File: src/rtl/seg_display_mux_pkg.sv
// Shared definitions for the seven-segment display multiplexer.
// Holds the active-low segment patterns for BCD digits (bit order
// {dp,g,f,e,d,c,b,a}), the active-low anode patterns for each digit
// position, the 2-bit digit-index encoding, and a helper that maps an
// index to its anode pattern.
package seg_display_mux_pkg;

  // Scan order: the rightmost digit (seconds units) is index 0.
  typedef enum logic [1:0] {
    IDX_S0 = 2'd0,
    IDX_S1 = 2'd1,
    IDX_M0 = 2'd2,
    IDX_M1 = 2'd3
  } digit_idx_t;

  localparam logic [7:0] SEG_BLANK = 8'hFF;
  localparam logic [7:0] SEG_0     = 8'hC0;
  localparam logic [7:0] SEG_1     = 8'hF9;
  localparam logic [7:0] SEG_2     = 8'hA4;
  localparam logic [7:0] SEG_3     = 8'hB0;
  localparam logic [7:0] SEG_4     = 8'h99;
  localparam logic [7:0] SEG_5     = 8'h92;
  localparam logic [7:0] SEG_6     = 8'h82;
  localparam logic [7:0] SEG_7     = 8'hF8;
  localparam logic [7:0] SEG_8     = 8'h80;
  localparam logic [7:0] SEG_9     = 8'h90;

  localparam logic [3:0] AN_S0  = 4'b1110;
  localparam logic [3:0] AN_S1  = 4'b1101;
  localparam logic [3:0] AN_M0  = 4'b1011;
  localparam logic [3:0] AN_M1  = 4'b0111;
  localparam logic [3:0] AN_OFF = 4'b1111;

  // Each pattern has exactly one low bit, so at most one digit is ever lit.
  function automatic logic [3:0] anode_of(input digit_idx_t idx);
    case (idx)
      IDX_S0:  return AN_S0;
      IDX_S1:  return AN_S1;
      IDX_M0:  return AN_M0;
      default: return AN_M1;
    endcase
  endfunction

endpackage

File: src/rtl/seg_display_mux_if.sv
// Bundle between the stopwatch time source and the display driver.
//   m1, m0, s1, s0 : BCD digits (minutes tens/units, seconds tens/units)
//   adj            : 1 = adjust mode, the selected pair blinks
//   sel            : in adjust mode, 0 = minutes pair, 1 = seconds pair
//   seg            : active-low segments {dp,g,f,e,d,c,b,a}
//   ad             : active-low anode enables, ad[0] = rightmost digit
// master = time source side, slave = display driver side.
interface seg_display_mux_if;
  logic [3:0] m1;
  logic [3:0] m0;
  logic [3:0] s1;
  logic [3:0] s0;
  logic       adj;
  logic       sel;
  logic [7:0] seg;
  logic [3:0] ad;

  modport master (
    output m1, m0, s1, s0, adj, sel,
    input  seg, ad
  );

  modport slave (
    input  m1, m0, s1, s0, adj, sel,
    output seg, ad
  );
endinterface

File: src/rtl/seg_display_mux_bcd_to_seg7.sv
// BCD to seven-segment decoder, purely combinational.
//   bcd : 4-bit digit; 10..15 are not valid BCD and give a blank digit
//   seg : active-low segments {dp,g,f,e,d,c,b,a}; dp is always off
module bcd_to_seg7
  import seg_display_mux_pkg::*;
(
  input  logic [3:0] bcd,
  output logic [7:0] seg
);

  always_comb begin
    // NOTE: the output gets a default before the case so that no path
    // leaves it unassigned, which would otherwise infer a latch.
    seg = SEG_BLANK;
    case (bcd)
      4'd0:    seg = SEG_0;
      4'd1:    seg = SEG_1;
      4'd2:    seg = SEG_2;
      4'd3:    seg = SEG_3;
      4'd4:    seg = SEG_4;
      4'd5:    seg = SEG_5;
      4'd6:    seg = SEG_6;
      4'd7:    seg = SEG_7;
      4'd8:    seg = SEG_8;
      4'd9:    seg = SEG_9;
      default: seg = SEG_BLANK;
    endcase
  end

endmodule

File: src/rtl/seg_display_mux.sv
// Time-multiplexed driver for a 4-digit common-anode seven-segment display.
// A refresh counter steps through the four digits, DIGIT_CYCLES clocks
// each; the selected BCD digit is decoded and registered together with its
// anode pattern (one cycle of latency). In adjust mode a blink counter
// toggles a phase every BLINK_CYCLES clocks, and during phase 1 the selected
// digit pair is blanked.
//   clk   : system clock
//   reset : synchronous, active-low
//   bus   : slave side of seg_display_mux_if (digits, adj/sel in; seg/ad out)
module seg_display_mux
  import seg_display_mux_pkg::*;
#(
  parameter int DIGIT_CYCLES = 100000,
  parameter int BLINK_CYCLES = 25000000
) (
  input  logic                clk,
  input  logic                reset,
  seg_display_mux_if.slave    bus
);

  localparam int RW = (DIGIT_CYCLES > 1) ? $clog2(DIGIT_CYCLES) : 1;
  localparam int BW = (BLINK_CYCLES > 1) ? $clog2(BLINK_CYCLES) : 1;
  localparam logic [RW-1:0] REFRESH_LAST = RW'(DIGIT_CYCLES - 1);
  localparam logic [BW-1:0] BLINK_LAST   = BW'(BLINK_CYCLES - 1);

  logic [RW-1:0] refresh_cnt;
  logic [BW-1:0] blink_cnt;
  logic          blink_phase;
  digit_idx_t    idx;
  logic [3:0]    cur_digit;
  logic [7:0]    dec_seg;
  logic          in_sel_pair;
  logic          blank;
  logic [7:0]    seg_q;
  logic [3:0]    ad_q;

  // Digit selected by the current scan index.
  always_comb begin
    cur_digit = bus.s0;
    case (idx)
      IDX_S0:  cur_digit = bus.s0;
      IDX_S1:  cur_digit = bus.s1;
      IDX_M0:  cur_digit = bus.m0;
      default: cur_digit = bus.m1;
    endcase
  end

  bcd_to_seg7 u_dec (
    .bcd (cur_digit),
    .seg (dec_seg)
  );

  // idx[1] separates the minutes pair (2,3) from the seconds pair (0,1).
  assign in_sel_pair = bus.sel ? ~idx[1] : idx[1];
  assign blank       = bus.adj & blink_phase & in_sel_pair;

  always_ff @(posedge clk) begin
    // NOTE: all state here uses non-blocking assignments so every register
    // samples the pre-edge values, regardless of statement order.
    if (!reset) begin
      refresh_cnt <= '0;
      idx         <= IDX_S0;
      blink_cnt   <= '0;
      blink_phase <= 1'b0;
      seg_q       <= SEG_BLANK;
      ad_q        <= AN_OFF;
    end else begin
      if (refresh_cnt == REFRESH_LAST) begin
        refresh_cnt <= '0;
        idx         <= digit_idx_t'(idx + 2'd1);
      end else begin
        refresh_cnt <= refresh_cnt + RW'(1);
      end

      // Holding the blink state at zero outside adjust mode guarantees that
      // entering adjust mode starts with a visible half-period.
      if (!bus.adj) begin
        blink_cnt   <= '0;
        blink_phase <= 1'b0;
      end else if (blink_cnt == BLINK_LAST) begin
        blink_cnt   <= '0;
        blink_phase <= ~blink_phase;
      end else begin
        blink_cnt   <= blink_cnt + BW'(1);
      end

      seg_q <= blank ? SEG_BLANK : dec_seg;
      ad_q  <= blank ? AN_OFF    : anode_of(idx);
    end
  end

  assign bus.seg = seg_q;
  assign bus.ad  = ad_q;

endmodule

File: src/flat_wrapper.sv
// flat-port wrapper written by rule: the top's interface ports become plain ports
module seg_display_mux_flat import seg_display_mux_pkg::*;
#(
  parameter int DIGIT_CYCLES = 100000,
  parameter int BLINK_CYCLES = 25000000
)
  (clk, reset, bus_m1, bus_m0, bus_s1, bus_s0, bus_adj, bus_sel, bus_seg, bus_ad);
  seg_display_mux_if bus_i ();
  input  logic clk;
  input  logic reset;
  input wire logic [$bits(bus_i.m1)-1:0] bus_m1;
  input wire logic [$bits(bus_i.m0)-1:0] bus_m0;
  input wire logic [$bits(bus_i.s1)-1:0] bus_s1;
  input wire logic [$bits(bus_i.s0)-1:0] bus_s0;
  input wire logic [$bits(bus_i.adj)-1:0] bus_adj;
  input wire logic [$bits(bus_i.sel)-1:0] bus_sel;
  output wire logic [$bits(bus_i.seg)-1:0] bus_seg;
  output wire logic [$bits(bus_i.ad)-1:0] bus_ad;
  assign bus_i.m1 = bus_m1;
  assign bus_i.m0 = bus_m0;
  assign bus_i.s1 = bus_s1;
  assign bus_i.s0 = bus_s0;
  assign bus_i.adj = bus_adj;
  assign bus_i.sel = bus_sel;
  assign bus_seg = bus_i.seg;
  assign bus_ad = bus_i.ad;
  seg_display_mux #(.DIGIT_CYCLES(DIGIT_CYCLES), .BLINK_CYCLES(BLINK_CYCLES)) u_core (.clk(clk), .reset(reset), .bus(bus_i));
endmodule
File: config.mk
export PLATFORM = sky130hd
export DESIGN_NAME = seg_display_mux_flat
export DESIGN_NICKNAME = d
export VERILOG_FILES = /design/src/rtl/seg_display_mux_pkg.sv /design/src/rtl/seg_display_mux_if.sv /design/src/rtl/seg_display_mux_bcd_to_seg7.sv /design/src/rtl/seg_display_mux.sv /design/src/flat_wrapper.sv
export SDC_FILE = /design/constraint.sdc
export NUM_CORES = 1
export LEC_CHECK = 0
export CAP_MARGIN = 0
export CORE_MARGIN = 8
export CORE_UTILIZATION = 57
export CTS_BUF_LIST = sky130_fd_sc_hd__clkbuf_4
export CTS_CLUSTER_DIAMETER = 120
export DETAILED_ROUTE_END_ITERATION = 6
export PLACE_DENSITY = 0.81
export SLEW_MARGIN = 10
export SYNTH_ARGS = -nofsm -noshare
export SYNTH_HDL_FRONTEND = slang
export SYNTH_SLANG_ARGS = --single-unit
File: constraint.sdc
create_clock -name clk -period 2.7 [get_ports clk]
set_input_delay 0.675 -clock clk [delete_from_list [all_inputs] [get_ports clk]]
set_output_delay 0.675 -clock clk [all_outputs]
set_load 0.005 [all_outputs]
* Word level (Yosys, flattened, before mapping) *
Memories as Yosys holds them, arrays and structs flattened. A register that Yosys moved wholly into a read port is not among the register bits.
Index checks and enable logic that the tools add are counted.
Widths: inputs -> output; s select.

word-level totals
  register bits after elaboration = 57
  bits in read-only memories = 112
  input port bits = 20
  output and inout port bits = 12
  logic and storage cells = 28
  memories kept = 1

memory list
  name             words  bits a word  read ports  clocked after memory_dff  write ports  line                               text
  (no name shown)  16     7            1           1                         0            seg_display_mux_bcd_to_seg7.sv:15  case (bcd)

cells by class
  $add $sub $neg = 3
  eq/ne operators = 4
  muxes and demuxes = 3
  bitwise operators = 6
  reductions and logical operators = 5

operator list
  kind                   count
  $add 25x1->25 const B  1
  $eq 25x25->1 const B   1
  $pmux 4 s3             2
  $add 17x1->17 const B  1
  $eq 17x17->1 const B   1
  $not 1->1              4
  $reduce_or 2->1        2
  $reduce_or 3->1        1
  $add 2x1->2 const B    1
  $and 1x1->1            2
  $eq 2x1->1 const B     1
  $eq 2x2->1 const B     1
  $logic_not 2->1        1
  $reduce_and 2->1       1
  $mux 1                 1

* Logic depth before layout (Yosys ltp) *
  depth in word-level cells = 4
  mapped depth = 8
  gate-level depth less buffers = 8

* Cells and area by module *
Synthesis repeated with hierarchy kept, for this count alone.

unflattened totals
  cell total of the unflattened synthesis = 317
  area, all modules = 2780.2 um^2

modules (own cells, without submodules)
  module           instances  cells an instance  area each (um^2)  sequential area each (um^2)
  seg_display_mux  1          282                2558.7            1141.1
  bcd_to_seg7      1          35                 221.5             0.0

* Worst setup path after synthesis *
OpenSTA, ideal clock, no wires.

  kind = input-to-reg
  start = in bus_m0[1]
  end = reg u_core.seg_q[0] (netlist: u_core.bus.seg[0])
  arrival time = 2023 ps
  data required time = 2636 ps
  path slack = 613 ps
  cell stages on the path = 4
  path buffers = 0
  cell sequence = a222oi_1 -> mux2i_1 -> or4b_2 -> nand3_1

between the ends
  word-level cells in the longest chain between the ends = 1

ends and longest elaborated chain
  what                line                   text
  start: declaration  flat_wrapper.sv:12     input wire logic [$bits(bus_i.m0)-1:0] bus_m0;
  $pmux 4 s3          seg_display_mux.sv:40  case (idx)
  end: declaration    seg_display_mux.sv:34  logic [7:0] seg_q;

Every way passes these cells.
A chain may end at the register's enable or synchronous reset.

* Worst setup path in the final report *
  start = reg u_core.blink_cnt[0]
  end = reg u_core.blink_cnt[11]

between the ends
  word-level cells in the longest chain between the ends = 2
  elaborated cells on any way between the ends = 3
  classes of those cells = add/sub (1); eq/ne (1); reduce/logical (1)

ends and longest elaborated chain
  what                                                   line                   text
  start: declaration                                     seg_display_mux.sv:27  logic [BW-1:0] blink_cnt;
  start signal: assignment                               seg_display_mux.sv:84  blink_cnt <= blink_cnt + BW'(1);
  branches (longest 2 deep; another with $add 25x1->25)  --

Parallel ways; which one is timed is not known.

==> out/metrics.cfg <==
[floorplanning]
die_w_um=84.2
coreArea_mm2=0.00441
row_count=24
start_util=0.600
die_area_mm2=0.00708
die_h_um=84.2
io_pins=32

[timing]
worst_pin_slew_ps=960
max_freq_mhz=413
slew_violations=0
finalCriticalPeriod_ps=2420
relSlewSlack=0.359
setup_tns_ps=0
skew_ps=10.3
setup_slack_ps=281
rsz0062_at_grt=false
period_share=0.896
finalHoldViolations=0
finalSetupViolCount=0

[power_and_ir_drop]
p_leak_nw=1.00
power_density_mw_per_mm2=438
max-vdd-ir-drop_v=0.000345

[cts]
cts-resized-gates=0
numCtsBuffers=5
ctsHtreeMaxLevel=2
cts.path.max_buffers=2
clkLatencyLatePin_ps=360
clk_pin_slew_ps=150
ctsHoldBuffers=0
cts_tree=yes
cts_sinks=56
root_buffer=clkbuf_4
postCtsSetupBuffers=0

[critical_path]
end_kind=flop
ff2ff_path_depth=5
r2r_end=u_core.blink_cnt[11]$_SDFF_PP0_
crit_start=u_core.blink_cnt[0]$_SDFF_PP0_
crit_arrival_ps=2650
startpoint_type=flop
r2r-start=u_core.blink_cnt[0]$_SDFF_PP0_
reg2reg_slack_ps=280
worstPathRequired_ps=2930
worstSetupEndpoint=u_core.blink_cnt[11]$_SDFF_PP0_
crit_fanout=24
path_class=reg2reg

[logic_synthesis]
seq_area_frac_synth=0.423
ys_top_cells_by_count=dfxtp_1 (56), nor2_1 (33), nand2_1 (20), xnor2_1 (18), a21oi_1 (16)
syn-num-nets=330
yosys_warnings=0
syn_avg_cell_area_um2=8.80
asyncSetResetFlopFracSynth=0
ys_ff_latch=56
synth.cell_area_mm2=0.00265
synth_area_leaders=dfxtp_1 (42%), xnor2_1 (6.0%), nor2_1 (4.7%)
synth_ff_type=dfxtp_1
synth_top_area_share=0.423
synth.largest_area_cell=dfxtp_1
post-synth-top-count-cell=dfxtp_1
synth_cell_type_count=40
synth_edf_count=0
synthCells=301

[final_layout]
area_growth_pct=15.0
post_route_cells_drive_above_1_share=0.0604
multi_input_area_mm2=0.00141
antenna_cells=0
final_nets=359
regArea_mm2=0.00112
final_area_mm2=0.00304
fillerInstances=352

[outcome]
status=complete, no violations

[detailed_routing]
drt-initial-drc-count=135
firstDrtPassIters=4
vias=2204
drc=0
drt_wl_total_um=5450
via_per_inst=5.75
wl_per_cell_um=14.2
drt.antenna.violating_nets=0

[grt]
grt.total_usage=0.150
grt_pass1_wl_um=9150
met1_usage=0.182
grt-ovfl-total=0
grt_pass1_vias=2086
grt_most_used_layer=met2
grt_use_met3=0.0377
grt_util_met2=0.257
antenna_found_initial=0
grt_max_degree=25

[place]
dpl.hpwl_um=3940
placed_area_mm2=0.00298
gp_congestion=0.766
pre_cts_ws_ps=146
io_buffer_count=30

[worst_hold_path]
worstHoldPathCells=1
min_path_type=reg2reg

[job]
drv_cap=0

[cells in the final DEF, fill, tap and decap left out, drive strengths merged, types with 5 or more instances in the layout]
master | Yosys | final
dfxtp | 56 | 56
nor2 | 33 | 33
clkdlybuf4s50 | 0 | 30
nand2 | 20 | 20
xnor2 | 18 | 18
a21oi | 16 | 16
nand3 | 16 | 16
inv | 15 | 15
o21ai | 13 | 13
xor2 | 11 | 11
nand4 | 10 | 10
or3 | 9 | 9
ha | 9 | 9
or4 | 8 | 8
o31ai | 7 | 7
clkbuf | 7 | 7
nor4 | 6 | 6
mux2i | 5 | 5
and4 | 5 | 5
[sequential cells by signal, summed over array words and instances (netlist names)]
register / count
u_core.bus.ad: 4
u_core.blink_cnt: 25
u_core.idx: 2
u_core.bus.seg: 7
u_core.blink_phase: 1
u_core.refresh_cnt: 17
[critical path: stages, from the launching register on]
cell and delay, ps:
dfxtp_1 420, ha_1 240, nand2_1 170, or4_4 550
o21bai_2 780, nor2_1 120
[through the flow]
stage	hold WS [ps]	power, mW	util	cells
after floorplan	430	0.912	-	301
after global routing	503	1.38	0.690	383
final	485	1.33	0.690	383
after detailed placement	459	0.971	0.676	375
after CTS	491	1.34	0.690	383
after global placement	446	0.969	0.676	375
[area by class of cell]
cell class,instances,area share
flip-flops and latches,56,0.368
clock inverters,1,0.00288
well taps,52,0.0214
inverters,15,0.0185
repair buffers,34,0.109
multi-input cells,218,0.463
clock buffers,7,0.0173
[worst min path at each step]
| stage | start | end |
|---|---|---|
| final | u_core.refresh_cnt[0]$_SDFF_PP0_ | u_core.refresh_cnt[0]$_SDFF_PP0_ |
| after global routing | u_core.refresh_cnt[0]$_SDFF_PP0_ | u_core.refresh_cnt[0]$_SDFF_PP0_ |
| after CTS | u_core.refresh_cnt[0]$_SDFF_PP0_ | u_core.refresh_cnt[0]$_SDFF_PP0_ |
| after detailed placement | u_core.refresh_cnt[0]$_SDFF_PP0_ | u_core.refresh_cnt[0]$_SDFF_PP0_ |
| after global placement | u_core.refresh_cnt[0]$_SDFF_PP0_ | u_core.refresh_cnt[0]$_SDFF_PP0_ |
| after floorplan | u_core.refresh_cnt[0]$_SDFF_PP0_ | u_core.refresh_cnt[0]$_SDFF_PP0_ |
[where the power goes]
group | switching (mW) | internal, mW | total [mW] | leakage [nW]
registers | 0.00854 | 0.840 | 0.849 | 0.454
clock network | 0.252 | 0.126 | 0.378 | 0.0363
logic | 0.0462 | 0.0594 | 0.106 | 0.513
[per-layer routing]
metal | part of all wire | vias up
met5 | 0 | -
met4 | 0.0050 | 0
met1 | 0.48 | 1038
met2 | 0.48 | 36
li1 | - | 1126
met3 | 0.041 | 4
[cells by family after synthesis]
group	share of synthesized area
xor gates and xnor gates	0.0959
AOI/OAI and AO/OA	0.106
muxes	0.0232
other	0.00142
and+or+nand+nor	0.264
DFF	0.423
buffers and inverters	0.0440
adders and majority gates	0.0425
(Power assumes the default switching activity.)
